--- src/rtl/byte_scatter_4.sv ---
// byte_scatter_4: one-word input routed to four registered byte lanes, either narrowed into a selected lane or scattered across all four.
// Optional macro BYTE_SCATTER_SAT_EN selects signed saturation for the narrow path (default build truncates).
`timescale 1ns/1ps

module byte_scatter_4 #(
    parameter int IN_W  = 32,
    parameter int OUT_W = 8
) (
    input  logic             clock,
    input  logic             reset,
    input  logic             in_valid,
    output logic             in_ready,
    input  logic             mode,
    input  logic [1:0]       select,
    input  logic [IN_W-1:0]  i,
    output logic [OUT_W-1:0] o0,
    output logic [OUT_W-1:0] o1,
    output logic [OUT_W-1:0] o2,
    output logic [OUT_W-1:0] o3,
    output logic [3:0]       o_valid,
    output logic             sat
);

    typedef enum logic {IDLE, SCATTER} state_t;

    state_t            state, state_next;
    logic [1:0]        cnt, cnt_next;
    logic [IN_W-1:0]   word;
    logic [OUT_W-1:0]  lane_q [4];
    logic [3:0]        wr_valid;
    logic [OUT_W-1:0]  wr_data;
    logic              sat_next;
    logic              capture;
    logic [OUT_W-1:0]  narrow_data;
    logic              narrow_sat;

    assign in_ready = (state == IDLE) && !reset;

`ifdef BYTE_SCATTER_SAT_EN
    // The word fits the lane only if every bit from the lane sign bit upward is a copy of it.
    always_comb begin
        narrow_data = i[OUT_W-1:0];
        narrow_sat  = 1'b0;
        if (!(&i[IN_W-1:OUT_W-1]) && (|i[IN_W-1:OUT_W-1])) begin
            narrow_sat  = 1'b1;
            narrow_data = i[IN_W-1] ? {1'b1, {(OUT_W-1){1'b0}}} : {1'b0, {(OUT_W-1){1'b1}}};
        end
    end
`else
    assign narrow_data = i[OUT_W-1:0];
    assign narrow_sat  = 1'b0;
`endif

    always_comb begin
        // NOTE: every signal gets a default first so no path leaves it unassigned and infers a latch.
        state_next = state;
        cnt_next   = cnt;
        wr_valid   = '0;
        wr_data    = '0;
        sat_next   = 1'b0;
        capture    = 1'b0;
        case (state)
            IDLE: begin
                if (in_valid && in_ready) begin
                    if (!mode) begin
                        wr_valid[select] = 1'b1;
                        wr_data          = narrow_data;
                        sat_next         = narrow_sat;
                    end else begin
                        capture    = 1'b1;
                        cnt_next   = 2'd0;
                        state_next = SCATTER;
                    end
                end
            end
            SCATTER: begin
                wr_valid[cnt] = 1'b1;
                wr_data       = word[int'(cnt)*OUT_W +: OUT_W];
                cnt_next      = cnt + 2'd1;
                if (cnt == 2'd3) state_next = IDLE;
            end
            default: state_next = IDLE;
        endcase
    end

    // NOTE: sequential state uses non-blocking assignments so every register sees pre-edge values.
    always_ff @(posedge clock) begin
        if (reset) begin
            state <= IDLE;
            cnt   <= 2'd0;
        end else begin
            state <= state_next;
            cnt   <= cnt_next;
        end
    end

    always_ff @(posedge clock) begin
        if (reset) begin
            // NOTE: lanes are visible outputs and must read 0 after reset; the captured word is only read in SCATTER and needs no reset.
            for (int k = 0; k < 4; k++) lane_q[k] <= '0;
            o_valid <= '0;
            sat     <= 1'b0;
        end else begin
            for (int k = 0; k < 4; k++) begin
                if (wr_valid[k]) lane_q[k] <= wr_data;
            end
            o_valid <= wr_valid;
            sat     <= sat_next;
        end
        if (capture) word <= i;
    end

    assign o0 = lane_q[0];
    assign o1 = lane_q[1];
    assign o2 = lane_q[2];
    assign o3 = lane_q[3];

endmodule

--- config.mk ---
export PLATFORM = sky130hd
export DESIGN_NAME = byte_scatter_4
export DESIGN_NICKNAME = d
export VERILOG_FILES = /design/src/rtl/byte_scatter_4.sv
export SDC_FILE = /design/constraint.sdc
export NUM_CORES = 1
export LEC_CHECK = 0
export CAP_MARGIN = 0
export CORE_MARGIN = 3
export CORE_UTILIZATION = 43
export DETAILED_ROUTE_END_ITERATION = 16
export PLACE_DENSITY = 0.73
export SETUP_SLACK_MARGIN = 0.02
export SLEW_MARGIN = 20
export SYNTH_ARGS = -nofsm -noshare
export SYNTH_HDL_FRONTEND = slang
export SYNTH_SLANG_ARGS = --single-unit
--- constraint.sdc ---
create_clock -name clock -period 5.56 [get_ports clock]
set_clock_uncertainty 0.2 [all_clocks]
set_input_delay 1.112 -clock clock [delete_from_list [all_inputs] [get_ports clock]]
set_output_delay 1.112 -clock clock [all_outputs]
set_load 0.005 [all_outputs]
==> out/qor.csv, run 1 <==
stage;metric;value;unit
sta;Tightest Pin Transition;1.05;ns
yosys;Mapped Cells;183;
drt;vias post-DR;1769;
yosys;multiplexer area fraction after synthesis;7.24;%
drt;DRC;0;
final_layout;fin util;59.9;%
grt;remaining global-route overflow;0;
final_layout;Layout area overhead;33.3;%
placement;placed cell area;3680;um^2
yosys;area share of and/or/nand/nor cells after synthesis;6.76;%
setup_path;Req. time, crit path;4.25;ns
drt;wire per inst;16.1;um
grt;GRT Total Usage;15.2;%
setup_path;CP arrival;2.43;ns
power;net switching power;234;uW
drt;WL final;5480;um
setup_path;CP Launch Type;primary input;
drt;Via density;5.19;
setup_path;CP Capture Type;primary output;
grt;first-pass GRT wire length;8600;um
sta;period utilization;67.2;%
setup_path;R2R Path Start;cnt[0];
sta;slew margin rel.;30.0;%
yosys;Synth Area in XOR/XNOR;0;%
yosys;Synth Area per Inst;15.8;um^2
cts;Post-CTS Hold Fix Bufs;0;
yosys;Syn Std Cell Area;2890;um^2
floorplanning;Die W;88.0;um
cts;H-tree depth;3;
yosys;Synth Area in Compound Gates;9.58;%
sta;Final min period;3.74;ns
cts;later-pin clock latency in the skew report;0.34;ns
cts;CTS Buffer Depth;2;
drt;Detail Route Antenna Nets;0;
cts;CTS Buf Count;9;
status;status;finished, final reports clean;
floorplanning;I/O pins;76;
drt;drt first pass iters;4;
yosys;syn_nets;225;
setup_path;kind of critical path;in2out;
floorplanning;die height;88.0;um
placement;number of I/O port buffers;74;
hold_path;min-delay worst type;reg2reg;
sta;Setup Viol. Count Final;0;
floorplanning;die area;7740;um^2
power;Seq pwr share;57.0;%
sta;RSZ-0062 raised after global routing;no;
floorplanning;Initial Utilization;45.0;%
power;P_int;846;uW
final_layout;layout cell share with drive strength beyond 1;14.4;%
placement;RD Place Congestion;0.791;
placement;DP HPWL;4050;um
final_layout;final instance area;3850;um^2
cts;Reg clk slew, reported paths;0.07;ns
yosys;Adder-Cell Fraction of Synth Area;1.73;%
power;Comb power frac;9.8;%
grt;vias in the first global route;1771;
cts;CTS root buf;clkbuf_8;
sta;Max Transition Viols Final;0;
power;Clk network pwr share;33.2;%
sta;maximum clock rate;0.268;GHz
setup_path;Crit. Startpoint;reset;
yosys;sequential fraction of the synthesis area;71.4;%
hold_path;startpoint of the worst hold path;cnt[1];
setup_path;Crit Path Max Fanout;11;
cts;PostCTS Resize Cnt;0;
yosys;main combinational cell family by area after synthesis;compound AO/OA/AOI/OAI gates;
floorplanning;Rows;29;
cts;CTS tree;yes;
cts;post-CTS setup buffers;0;
job;maxcap violations;0;
grt;initial antenna violation count;0;
power;Max rail drop VDD;135;uV
final_layout;Final nets;302;
yosys;register bit count reported by yosys;71;
floorplanning;Core ar.;6420;um^2
final_layout;antenna cells;0;
drt;initial DRC count;130;
sta;post-route setup TNS;0;ns
power;static leakage;1.32;nW
cts;CTS sink cnt;71;
yosys;synth unique cells;26;
power;Power Dens Cells;280;nW/um^2
sta;Final Hold Viols;0;
power;switch share;21.6;%
grt;largest net degree at the start of global routing;33;
yosys;synth warn;0;
## placed cells by master (no fill, tap or decap)
cell,count
a21oi_1,18
a222oi_1,5
a22oi_2,3
a32oi_2,1
a32oi_4,3
and2_0,1
buf_4,1
clkbuf_8,11
clkdlybuf4s50_1,74
clkinv_1,1
clkinv_2,2
clkinvlp_4,1
conb_1,1
dfxtp_1,7
edfxtp_1,64
ha_1,4
inv_1,8
mux2_1,3
mux2_2,12
mux2_4,2
mux2i_1,1
nand2_1,9
nand3_1,4
nand3b_1,1
nor2_1,23
nor2b_1,2
nor3_2,1
nor4b_4,1
## layer usage
metal / part of all wire, % / wire, um / global-route usage [%]
met1: 41 / 2240 / 18.4
met5: 0 / 0 / 0
met3: 6.0 / 327 / 3.20
met2: 50 / 2760 / 25.1
met4: 2.7 / 148 / 8.79
## Yosys cell counts
cell	n	area share (%)
edfxtp_1	64	67
a222oi_1	5	1.7
mux2_4	2	1.0
inv_1	8	1.0
dfxtp_1	7	4.9
nand3b_1	1	0.26
and2_0	1	0.22
mux2_2	12	4.7
mux2i_1	1	0.35
clkbuf_1	4	0.52
a32oi_4	3	2.9
a21oi_1	18	3.1
buf_6	3	1.2
nand2_1	9	1.2
buf_2	1	0.17
a32oi_2	1	0.56
ha_1	4	1.7
mux2_1	3	1.2
nor2_1	23	3.0
a22oi_2	3	1.3
nor3_1	1	0.17
buf_4	1	0.26
conb_1	1	0.13
nand3_1	4	0.69
nor2b_1	2	0.43
nor4b_4	1	0.82
## registers in the layout, indices dropped and copies added, names as in the netlist
name	cells
o_valid	4
lane_q	32
cnt	2
state	1
word	32
## power by group through the flow
| stage | sequential (mW) | combinational, mW | clock, mW |
|---|---|---|---|
| 2_1_floorplan | 0.623 | 0.0463 | 0 |
| 3_3_place_gp | 0.627 | 0.105 | 0 |
| 3_5_place_dp | 0.627 | 0.107 | 0 |
| 4_1_cts | 0.616 | 0.107 | 0.366 |
| 5_1_grt | 0.617 | 0.115 | 0.392 |
| 6_report | 0.615 | 0.106 | 0.359 |
## layout make-up
type | count | area (um^2)
Clock buffer | 11 | 151
Clock inverter | 4 | 21.3
Fill cell | 518 | 2570
Inverter | 8 | 30.0
Multi-Input combinational cell | 95 | 739
Sequential cell | 71 | 2060
Tap cell | 77 | 96.3
Timing Repair Buffer | 75 | 748
## worst max-delay path, cell delays in order
cell and delay, ns:
clkdlybuf4s50_1 0.62, nor2_1 0.18, clkdlybuf4s50_1 0.51
## stage by stage
step	setup WS (ns)	hold slack (ns)	cells	total power, mW
2_1_floorplan	1.38	0.318	183	0.669
3_3_place_gp	1.83	0.368	326	0.732
3_5_place_dp	1.76	0.368	326	0.734
4_1_cts	1.80	0.383	341	1.09
5_1_grt	1.72	0.409	341	1.12
6_report	1.82	0.381	341	1.08
## logic make-up (layout without fill, tap and decap cells)
family / after synthesis / in the layout
flip-flops: 71 / 71
AND/OR/NAND/NOR: 42 / 42
multiplexers: 18 / 18
adder cells (fa/ha/maj): 4 / 4
other: 1 / 1
buffers and inverters: 17 / 98
AO/OA/AOI/OAI: 30 / 30
## final timing paths
check	to	slack [ns]	cells after the start
setup / recovery	in_ready	1.82	3
hold / removal	cnt[1]	0.38	2
setup reg to reg	lane_q[1][5]	2.92	3
hold reg to reg	cnt[1]	0.38	2
Power figures use the tool's default switching activity.
==> run 2, diff against run 1 <==
--- a/config.mk
+++ b/config.mk
@@ -9,7 +9,7 @@
 export CORE_MARGIN = 3
 export CORE_UTILIZATION = 43
 export DETAILED_ROUTE_END_ITERATION = 16
-export PLACE_DENSITY = 0.73
+export PLACE_DENSITY = 0.76
 export SETUP_SLACK_MARGIN = 0.02
 export SLEW_MARGIN = 20
 export SYNTH_ARGS = -nofsm -noshare
==> constraint.sdc (replaced) <==
create_clock -name clock -period 3.35 [get_ports clock]
set_clock_uncertainty 0.2 [all_clocks]
set_input_delay 0.67 -clock clock [delete_from_list [all_inputs] [get_ports clock]]
set_output_delay 0.67 -clock clock [all_outputs]
set_load 0.005 [all_outputs]
==> run 2 against run 1 <==
  * Total power up 64%
  * Non-clock buffer count up 3
  * Worst setup slack worse by 1.1 ns
  * Global-route usage up 0.80 points
  * Via count up 1.2%
  * Sequential share of layout area down 0.21 points
  * Design area up 0.39%
  * Die area unchanged
==> out/qor.csv, run 2 (synthesized netlist as in run 1, its figures left out) <==
stage;metric;value;unit;change
status;status;finished, final reports clean;;unchanged
setup_path;CP arrival;1.79;ns;was 2.43 ns
setup_path;CP Launch Type;primary input;;unchanged
setup_path;Req. time, crit path;2.48;ns;was 4.25 ns
floorplanning;Rows;29;;unchanged
power;net switching power;401;uW;was 234 uW
drt;WL final;5760;um;was 5480 um
drt;wire per inst;16.7;um;was 16.1 um
drt;DRC;0;;unchanged
floorplanning;Initial Utilization;45.0;%;unchanged
cts;CTS root buf;clkbuf_8;;unchanged
setup_path;max incr delay on CP;0.52;ns;was 0.62 ns
sta;Final min period;2.66;ns;
cts;CTS tree;yes;;unchanged
setup_path;CP Buf/Inv Count;2;;unchanged
setup_path;Worst Reg-to-Reg Cells;4;;was 3
grt;first-pass GRT wire length;8940;um;was 8600 um
grt;vias in the first global route;1724;;was 1771
sta;fin worst setup slack;0.694;ns;was 1.82 ns
grt;largest net degree at the start of global routing;33;;unchanged
setup_path;Crit Path Max Fanout;3;;was 11
cts;CTS Buffer Depth;2;;unchanged
sta;Max Transition Viols Final;0;;unchanged
sta;period utilization;79.3;%;
power;P_int;1.37;mW;was 846 uW
placement;number of I/O port buffers;74;;unchanged
grt;initial antenna violation count;0;;unchanged
placement;pre-CTS WS;0.433;ns;was 1.76 ns
cts;CTS sink cnt;71;;unchanged
floorplanning;die height;88.0;um;unchanged
floorplanning;I/O pins;76;;unchanged
final_layout;final instance area;3860;um^2;was 3850 um^2
setup_path;Crit. path cell count;3;;unchanged
power;switch share;22.6;%;was 21.6%
sta;slew margin rel.;49.4;%;was 30.0%
setup_path;CP Capture Type;primary output;;unchanged
cts;CTS Buf Count;9;;unchanged
setup_path;kind of critical path;in2out;;unchanged
power;Max rail drop VDD;279;uV;was 135 uV
placement;placed cell area;3700;um^2;was 3680 um^2
sta;RSZ-0062 raised after global routing;no;;unchanged
sta;Tightest Pin Transition;0.758;ns;was 1.05 ns
power;Clk network pwr share;32.2;%;was 33.2%
power;Seq pwr share;57.5;%;was 57.0%
sta;maximum clock rate;0.377;GHz;
grt;remaining global-route overflow;0;;unchanged
final_layout;biggest regs;lane_q: 32 flops, word: 32 flops, o_valid: 4 flops;;unchanged
floorplanning;Core ar.;6420;um^2;unchanged
placement;DP HPWL;4090;um;was 4050 um
drt;vias post-DR;1791;;was 1769
hold_path;min-delay worst type;reg2reg;;unchanged
power;Power Dens Cells;459;nW/um^2;was 280 nW/um^2
setup_path;Most common cell on crit path;clkdlybuf4s50_1;;unchanged
final_layout;Final nets;305;;was 302
setup_path;R2R Path Start;cnt[0];;unchanged
final_layout;most frequent cells in the layout;clkdlybuf4s50_1, edfxtp_1, nor2_1;;unchanged
cts;post-CTS setup buffers;0;;unchanged
power;static leakage;1.32;nW;about the same
drt;Via density;5.19;;about the same
setup_path;crit path to;in_ready;;unchanged
drt;initial DRC count;162;;was 130
final_layout;antenna cells;0;;unchanged
cts;later-pin clock latency in the skew report;0.34;ns;about the same
setup_path;Top Family by Delay on Critical Path;buffers and inverters;;unchanged
cts;PostCTS Resize Cnt;0;;unchanged
drt;Detail Route Antenna Nets;0;;unchanged
sta;Final Hold Viols;0;;unchanged
power;Comb power frac;10.3;%;was 9.8%
power;PnR Total Power;1.77;mW;was 1.08 mW
setup_path;CP Cell Sequence;clkdlybuf4s50_1 -> nor2_1 -> clkdlybuf4s50_1;;unchanged
placement;RD Place Congestion;0.790;;was 0.791
floorplanning;Die W;88.0;um;unchanged
setup_path;Reg2Reg Setup Slack;0.74;ns;was 2.92 ns
cts;Reg clk slew, reported paths;0.07;ns;about the same
floorplanning;die area;7740;um^2;unchanged
setup_path;R2R Path End;lane_q[1][1];;was lane_q[1][5]
drt;drt first pass iters;4;;unchanged
cts;H-tree depth;3;;unchanged
cts;Post-CTS Hold Fix Bufs;0;;unchanged
job;maxcap violations;0;;unchanged
final_layout;most common cell after layout, fill and taps aside;clkdlybuf4s50_1;;unchanged
sta;post-route setup TNS;0;ns;unchanged
setup_path;slowest cell on the critical path;clkdlybuf4s50_1;;unchanged
setup_path;Crit. Startpoint;reset;;unchanged
final_layout;Layout area overhead;33.8;%;was 33.3%
sta;Setup Viol. Count Final;0;;unchanged
grt;GRT Total Usage;16.0;%;was 15.2%
final_layout;layout cell share with drive strength beyond 1;14.6;%;was 14.4%
## run 2: area by class of cell
| cell class | count | area [um^2] |
|---|---|---|
| tap | 77 | 96.3 |
| fill | 485 | 2560 |
| inverter | 8 | 30.0 |
| clock inverter | 4 | 23.8 |
| timing repair buffer | 78 | 771 |
| sequential | 71 | 2060 |
| multi-input combinational | 95 | 746 |
| clock buffer | 12 | 135 |
## run 2: stage by stage
stage | instances | hold slack, ns | util (%)
global placement | 329 | 0.357 | 57.7
floorplan | 183 | 0.318 | -
global route | 345 | 0.425 | 60.2
detailed placement | 329 | 0.360 | 57.7
CTS | 345 | 0.385 | 60.2
finish | 345 | 0.384 | 60.2
## run 2: how the worst min path moves through the flow
stage                     cells after the start  endpoint  startpoint  slack, ns
final                                         2    cnt[1]      cnt[1]       0.38
after floorplan                               2    cnt[1]      cnt[1]       0.32
after global placement                        2    cnt[1]      cnt[1]       0.36
after global routing                          2    cnt[1]      cnt[1]       0.42
after CTS                                     2    cnt[1]      cnt[1]       0.38
after detailed placement                      2    cnt[1]      cnt[1]       0.36
## run 2: worst register-to-register path, stage by stage (launching register included)
cell and delay (ns):
dfxtp_1 0.81, buf_4 0.28, mux2_2 0.34, a222oi_1 0.58
nor2_1 0.12
## run 2: metal layers
layer / up-vias / wire [um] / global-route usage, %
met4: 0 / 64 / 6.69
li1: 844 / - / -
met1: 863 / 2450 / 20.6
met3: 4 / 462 / 6.02
met5: - / 0 / 0
met2: 80 / 2790 / 24.4
## run 2: power by group through the flow
| stage | clock, mW | combinational (mW) | sequential (mW) |
|---|---|---|---|
| finish | 0.571 | 0.182 | 1.02 |
| global route | 0.618 | 0.197 | 1.02 |
| global placement | 0 | 0.180 | 1.04 |
| CTS | 0.584 | 0.184 | 1.02 |
| floorplan | 0 | 0.0772 | 1.03 |
| detailed placement | 0 | 0.183 | 1.04 |
